--- src/rtl/cla_share_arbiter.sv ---
// Round-robin front end for one shared WIDTH-bit carry-lookahead adder.
// A winning requester's operands are registered into the adder. The sum is
// captured one cycle later and returned on a valid/ready response channel,
// tagged with the index of the requester that owns it.
module cla_share_arbiter #(
    parameter int unsigned WIDTH = 36,
    parameter int unsigned NREQ  = 4,
    parameter int unsigned IDW   = 2
) (
    input  logic                    i_clk,
    input  logic                    i_rst,
    input  logic [NREQ-1:0]         i_req_valid,
    input  logic [NREQ*WIDTH-1:0]   i_req_add1,
    input  logic [NREQ*WIDTH-1:0]   i_req_add2,
    output logic [NREQ-1:0]         o_req_ready,
    output logic [WIDTH-1:0]        o_adder_add1,
    output logic [WIDTH-1:0]        o_adder_add2,
    input  logic [WIDTH:0]          i_adder_result,
    output logic                    o_rsp_valid,
    output logic [IDW-1:0]          o_rsp_id,
    output logic [WIDTH:0]          o_rsp_result,
    input  logic                    i_rsp_ready,
    output logic                    o_busy
);

    typedef enum logic [1:0] {StIdle, StExec, StResp} state_e;

    state_e           state_q, state_d;
    logic [IDW-1:0]   ptr_q, ptr_d;
    logic [IDW-1:0]   id_q, id_d;
    logic [WIDTH-1:0] add1_q, add1_d;
    logic [WIDTH-1:0] add2_q, add2_d;
    logic             rsp_valid_q, rsp_valid_d;
    logic [IDW-1:0]   rsp_id_q, rsp_id_d;
    logic [WIDTH:0]   rsp_result_q, rsp_result_d;

    logic [IDW-1:0]   cand;
    logic [IDW-1:0]   win_idx;
    logic             win_found;
    logic             accept;
    logic             xfer;
    logic [NREQ-1:0]  grant;

    // Round-robin search starting one past the last winner, wrapping modulo NREQ.
    always_comb begin
        win_found = 1'b0;
        win_idx   = '0;
        cand      = '0;
        for (int unsigned i = 1; i <= NREQ; i++) begin
            cand = IDW'((32'(ptr_q) + i) % NREQ);
            if (!win_found && i_req_valid[cand]) begin
                win_found = 1'b1;
                win_idx   = cand;
            end
        end
    end

    // Grant only inside the accept window; a RESP cycle accepts only as the response drains.
    always_comb begin
        grant = '0;
        if (accept && win_found) begin
            grant[win_idx] = 1'b1;
        end
    end

    assign xfer        = accept && win_found;
    assign o_req_ready = grant;

    // State register.
    always_ff @(posedge i_clk or posedge i_rst) begin
        if (i_rst) begin
            state_q <= StIdle;
        end else begin
            state_q <= state_d;
        end
    end

    // Next-state logic.
    always_comb begin
        state_d = state_q;
        unique case (state_q)
            StIdle: if (xfer) state_d = StExec;
            StExec: state_d = StResp;
            StResp: begin
                if (i_rsp_ready) begin
                    state_d = xfer ? StExec : StIdle;
                end
            end
            default: state_d = StIdle;
        endcase
    end

    // FSM outputs: accept window and busy flag.
    always_comb begin
        accept = (state_q == StIdle) || ((state_q == StResp) && i_rsp_ready);
        o_busy = (state_q != StIdle);
    end

    // Datapath next-state: operand load on transfer, result capture in EXEC.
    always_comb begin
        ptr_d        = ptr_q;
        id_d         = id_q;
        add1_d       = add1_q;
        add2_d       = add2_q;
        rsp_valid_d  = rsp_valid_q;
        rsp_id_d     = rsp_id_q;
        rsp_result_d = rsp_result_q;
        if (xfer) begin
            add1_d = i_req_add1[32'(win_idx) * WIDTH +: WIDTH];
            add2_d = i_req_add2[32'(win_idx) * WIDTH +: WIDTH];
            id_d   = win_idx;
            ptr_d  = win_idx;
        end
        if (state_q == StExec) begin
            rsp_valid_d  = 1'b1;
            rsp_id_d     = id_q;
            rsp_result_d = i_adder_result;
        end else if ((state_q == StResp) && i_rsp_ready) begin
            rsp_valid_d = 1'b0;
        end
    end

    // Datapath registers; pointer resets to NREQ-1 so requester 0 is searched first.
    always_ff @(posedge i_clk or posedge i_rst) begin
        if (i_rst) begin
            ptr_q        <= IDW'(NREQ - 1);
            id_q         <= '0;
            add1_q       <= '0;
            add2_q       <= '0;
            rsp_valid_q  <= 1'b0;
            rsp_id_q     <= '0;
            rsp_result_q <= '0;
        end else begin
            ptr_q        <= ptr_d;
            id_q         <= id_d;
            add1_q       <= add1_d;
            add2_q       <= add2_d;
            rsp_valid_q  <= rsp_valid_d;
            rsp_id_q     <= rsp_id_d;
            rsp_result_q <= rsp_result_d;
        end
    end

    assign o_adder_add1 = add1_q;
    assign o_adder_add2 = add2_q;
    assign o_rsp_valid  = rsp_valid_q;
    assign o_rsp_id     = rsp_id_q;
    assign o_rsp_result = rsp_result_q;

endmodule
--- config.mk ---
export PLATFORM = sky130hd
export DESIGN_NAME = cla_share_arbiter
export DESIGN_NICKNAME = d
export VERILOG_FILES = /design/src/rtl/cla_share_arbiter.sv
export SDC_FILE = /design/constraint.sdc
export NUM_CORES = 1
export LEC_CHECK = 0
export BUFFER_PORTS_ARGS = -buffer_cell sky130_fd_sc_hd__buf_2
export CAP_MARGIN = 0
export CORE_AREA = 2 2 172 174
export DETAILED_ROUTE_END_ITERATION = 12
export DIE_AREA = 0 0 174 176
export PLACE_DENSITY = 0.59
export SLEW_MARGIN = 10
export SYNTH_ARGS = -nofsm -noshare
export SYNTH_HDL_FRONTEND = slang
export SYNTH_SLANG_ARGS = --single-unit
export TNS_END_PERCENT = 5
--- constraint.sdc ---
create_clock -name i_clk -period 3.8 [get_ports i_clk]
set_input_delay 0.38 -clock i_clk [delete_from_list [all_inputs] [get_ports i_clk]]
set_output_delay 0.38 -clock i_clk [all_outputs]
set_load 0.005 [all_outputs]
==> results.toml <==
[outcome]
status = "complete, no violations"

[synthesis]
main_combinational_cell_family_by_area_after_synthesis = "compound AO/OA/AOI/OAI gates"
netlist_top_cells_area = "sky130_fd_sc_hd__dfrtp_1 (46%), sky130_fd_sc_hd__a221oi_1 (10%), sky130_fd_sc_hd__o211ai_1 (8.7%)"
yosys.area_share.xor_xnor_pct = 0
synth-adder-area-share_pct = 0
synth.net_count = 975
syn_area_per_cell_um2 = 9.790
ys_seq_elements = 118
synth_top_area_share_pct = 46.11
number_of_distinct_standard_cells_referenced_by_the_synthesized_netlist = 40
synth_edf_count = 0
synth_sequential_area_ratio_pct = 46.95
synth.area.mux_share_pct = 7.136
synthSimpleGateAreaFrac_pct = 10.61
synth_cells = 643
yosysWarningCount = 0
post_synth_instance_area_um2 = 6295
async_flop_share_pct = 100.0
ys.flop_type = "sky130_fd_sc_hd__dfrtp_1"
synth_area_in_compound_gates_pct = 29.14
synth_largest_area_cell = "sky130_fd_sc_hd__dfrtp_1"

[power_and_ir_drop]
irDropWorstVdd_uv = 237.3
power-per-cell-area_nw_per_um2 = 806.6
power.leakage_nw = 4.284

[detailed_routing]
drt_wl_total_um = 27550
drt_pass1_iterations = 5
post_drt_wl_per_cell_um = 19.03
ant_nets = 0
detail_route.drc_violations = 0
vias = 7085
drt_iter0_drc = 431
vias_per_cell = 4.893

[final_layout]
multiInputGateArea_um2 = 2990
layout-area-overhead-vs-synth_pct = 49.89
final_nets = 1382
instances_no_fill = 1448
drive_above_1_share_pct = 51.22
regArea_um2 = 2955
filler_instances = 3070
finish.instance_area_um2 = 9435

[cts]
clk_transition_reported_paths_ns = 0.06
insertion_delay_ns = 0.42
max_clock_buf_depth = 2
cts_h_tree_lvls = 4
post-cts-setup-buffer-count = 0
cts_inserted_buffers = 17
cts_sinks = 118
post_cts.resized_instances = 0
cts_hold_repair.buffers = 0
cts.root.buffer_cell = "sky130_fd_sc_hd__clkbuf_16"
clock_tree_from_tritoncts = "yes"

[placement]
place.gp.congestion = 0.8260
placedInstanceArea_um2 = 8805
numPlacedInstances = 1415
place.port_buffers = 448
post-dp-hpwl_um = 19630

[sta]
final-max-slew-violation-count = 0
hold_viol_final = 0
worstMarginPinSlew_ns = 1.168
unrepaired_setup_endpoints_after_global_routing = "no"
clock.fmax_ghz = 0.3203
finalWorstPathRequiredPeriod_ns = 3.122
timing.final.crit_share_pct = 82.16
final.setup.tns_ns = 0
worst_clock_skew_ns = 0.01631
fin_hold_ws_ns = 0.1426
setup_viol = 0
timing.max_slew.rel_slack_pct = 21.98

[global_route]
global_route.overflow_total = 0
overall_track_demand_over_capacity_in_global_routing_pct = 17.66
grt_pass1_wl_um = 41370
maximum_number_of_pins_on_one_net_before_global_route_repair = 74
grt_pass1_vias = 7157
grt_antenna_before_repair = 2

[floorplan]
fp.dieW_um = 174
fp.dieArea_um2 = 30620
num_io_pins = 449
initial_core_util_pct = 22.05
rows = 62
fp.coreArea_um2 = 28550
fp.dieH_um = 176

[worst_setup_path]
critical_path.slowest_cell = "sky130_fd_sc_hd__inv_2"
timing.critical_path.from_type = "register"
crit_type = "register to output port"
worst_ep_required_time_ns = 3.42
critPathArrivalTime_ns = 2.74
kind_of_end_point_of_the_critical_path = "output port"
cell_by_cell_listing_of_the_critical_path = "nand2b_1 -> nand3_4 -> inv_2 -> buf_4 -> and2_1 -> buf_2"
cp_slowest_stage_delay_ns = 0.65
maximum_fanout_along_the_worst_path = 37

[job]
maxCapViolCount = 0

[worst_hold_path]
hold_class = "input port to asynchronous set/reset pin"
-- cells in the final DEF, fill, tap and decap left out, types with 3 or more instances in the layout --
master / n
sky130_fd_sc_hd__a21oi_1: 6
sky130_fd_sc_hd__a221oi_1: 72
sky130_fd_sc_hd__a31oi_1: 72
sky130_fd_sc_hd__buf_2: 448
sky130_fd_sc_hd__buf_4: 9
sky130_fd_sc_hd__bufinv_16: 4
sky130_fd_sc_hd__clkbuf_16: 17
sky130_fd_sc_hd__clkinv_4: 3
sky130_fd_sc_hd__clkinvlp_4: 3
sky130_fd_sc_hd__dfrtp_1: 116
sky130_fd_sc_hd__inv_1: 5
sky130_fd_sc_hd__inv_6: 3
sky130_fd_sc_hd__mux2_2: 39
sky130_fd_sc_hd__nand2_1: 74
sky130_fd_sc_hd__nand2b_1: 5
sky130_fd_sc_hd__nor2_1: 77
sky130_fd_sc_hd__o211ai_1: 73
-- final cells by class --
class / count / share of cell area, %
timing repair buffer: 459 / 24.90
clock inverter: 14 / 2.122
clock buffer: 17 / 4.509
sequential: 118 / 31.32
multi-input combinational: 447 / 31.69
antenna: 2 / 0.05304
inverter: 7 / 0.3050
tap: 384 / 5.092
-- state kept, by name (all words and copies together), names as in the netlist --
register and flops:
o_rsp_valid 1, o_adder_add1 36, o_rsp_id 2, o_adder_add2 36, ptr_q 2, id_q 2, o_rsp_result 37, state_q 2
-- routing by layer --
metal,vias to the layer above,part of all wire (%),track usage (%),wire (µm)
li1,3293,-,-,-
met1,3392,41,21.37,11340
met2,366,49,30.51,13640
met3,32,6.7,4.005,1839
met4,2,2.6,6.968,721
met5,-,0.058,0,16
-- path summary, 6_finish.rpt --
check / start / endpoint / slack, ns / cells past startpoint
worst min register to register: o_rsp_result[23]$_DFFE_PP0P_ / o_rsp_result[23]$_DFFE_PP0P_ / 0.50 / 1
worst max register to register: ptr_q[1]$_DFFE_PP1P_ / o_adder_add1[21]$_DFFE_PP0P_ / 1.27 / 6
worst min-delay path: i_rst / o_rsp_result[14]$_DFFE_PP0P_ / 0.14 / 2
max in group asynchronous: i_rst / o_adder_add1[26]$_DFFE_PP0P_ / 2.83 / 3
worst max-delay path: state_q[1]$_DFFE_PP0P_ / o_req_ready[0] / 0.68 / 6
min in group i_clk: i_adder_result[14] / o_rsp_result[14]$_DFFE_PP0P_ / 0.20 / 2
-- Yosys cell counts (all sizes together) (2+ instances only) --
library cell and number:
a21o 2, a21oi 7, a221oi 72, a31oi 72
and3 2, buf 27, clkbuf 44, dfrtp 116
dfstp 2, inv 7, mux2 39, nand2 74
nand2b 5, nor2 78, o211ai 74, o21a 2
or2 2
-- cells by family after synthesis --
| logic type | after synthesis |
|---|---|
| AO/OA/AOI/OAI | 241 |
| buffers and inverters | 78 |
| AND/OR/NAND/NOR | 166 |
| flip-flops | 118 |
| multiplexers | 40 |
-- stage by stage --
step                worst slack [ns]  utilization [%]  power, mW
finish                        0.6780            33.05      7.611
detailed placement            0.9029            30.84      5.912
floorplan                     0.2942                -      4.425
CTS                           0.6330            33.03      7.727
global route                  0.3735            33.04      8.194
global placement              0.8915            30.84      5.838
-- power by group --
group | total, mW | switching (mW) | internal (mW)
sequential | 2.30 | 0.365 | 1.93
clock | 1.77 | 0.668 | 1.10
combinational | 3.54 | 2.00 | 1.54
-- critical path, delay by kind of cell (launching register included) --
family | cells | cell delay (ns)
buffers and inverters | 3 | 1.16
and+or+nand+nor | 3 | 0.66
DFF | 1 | 0.43
(Power assumes the default switching activity.)
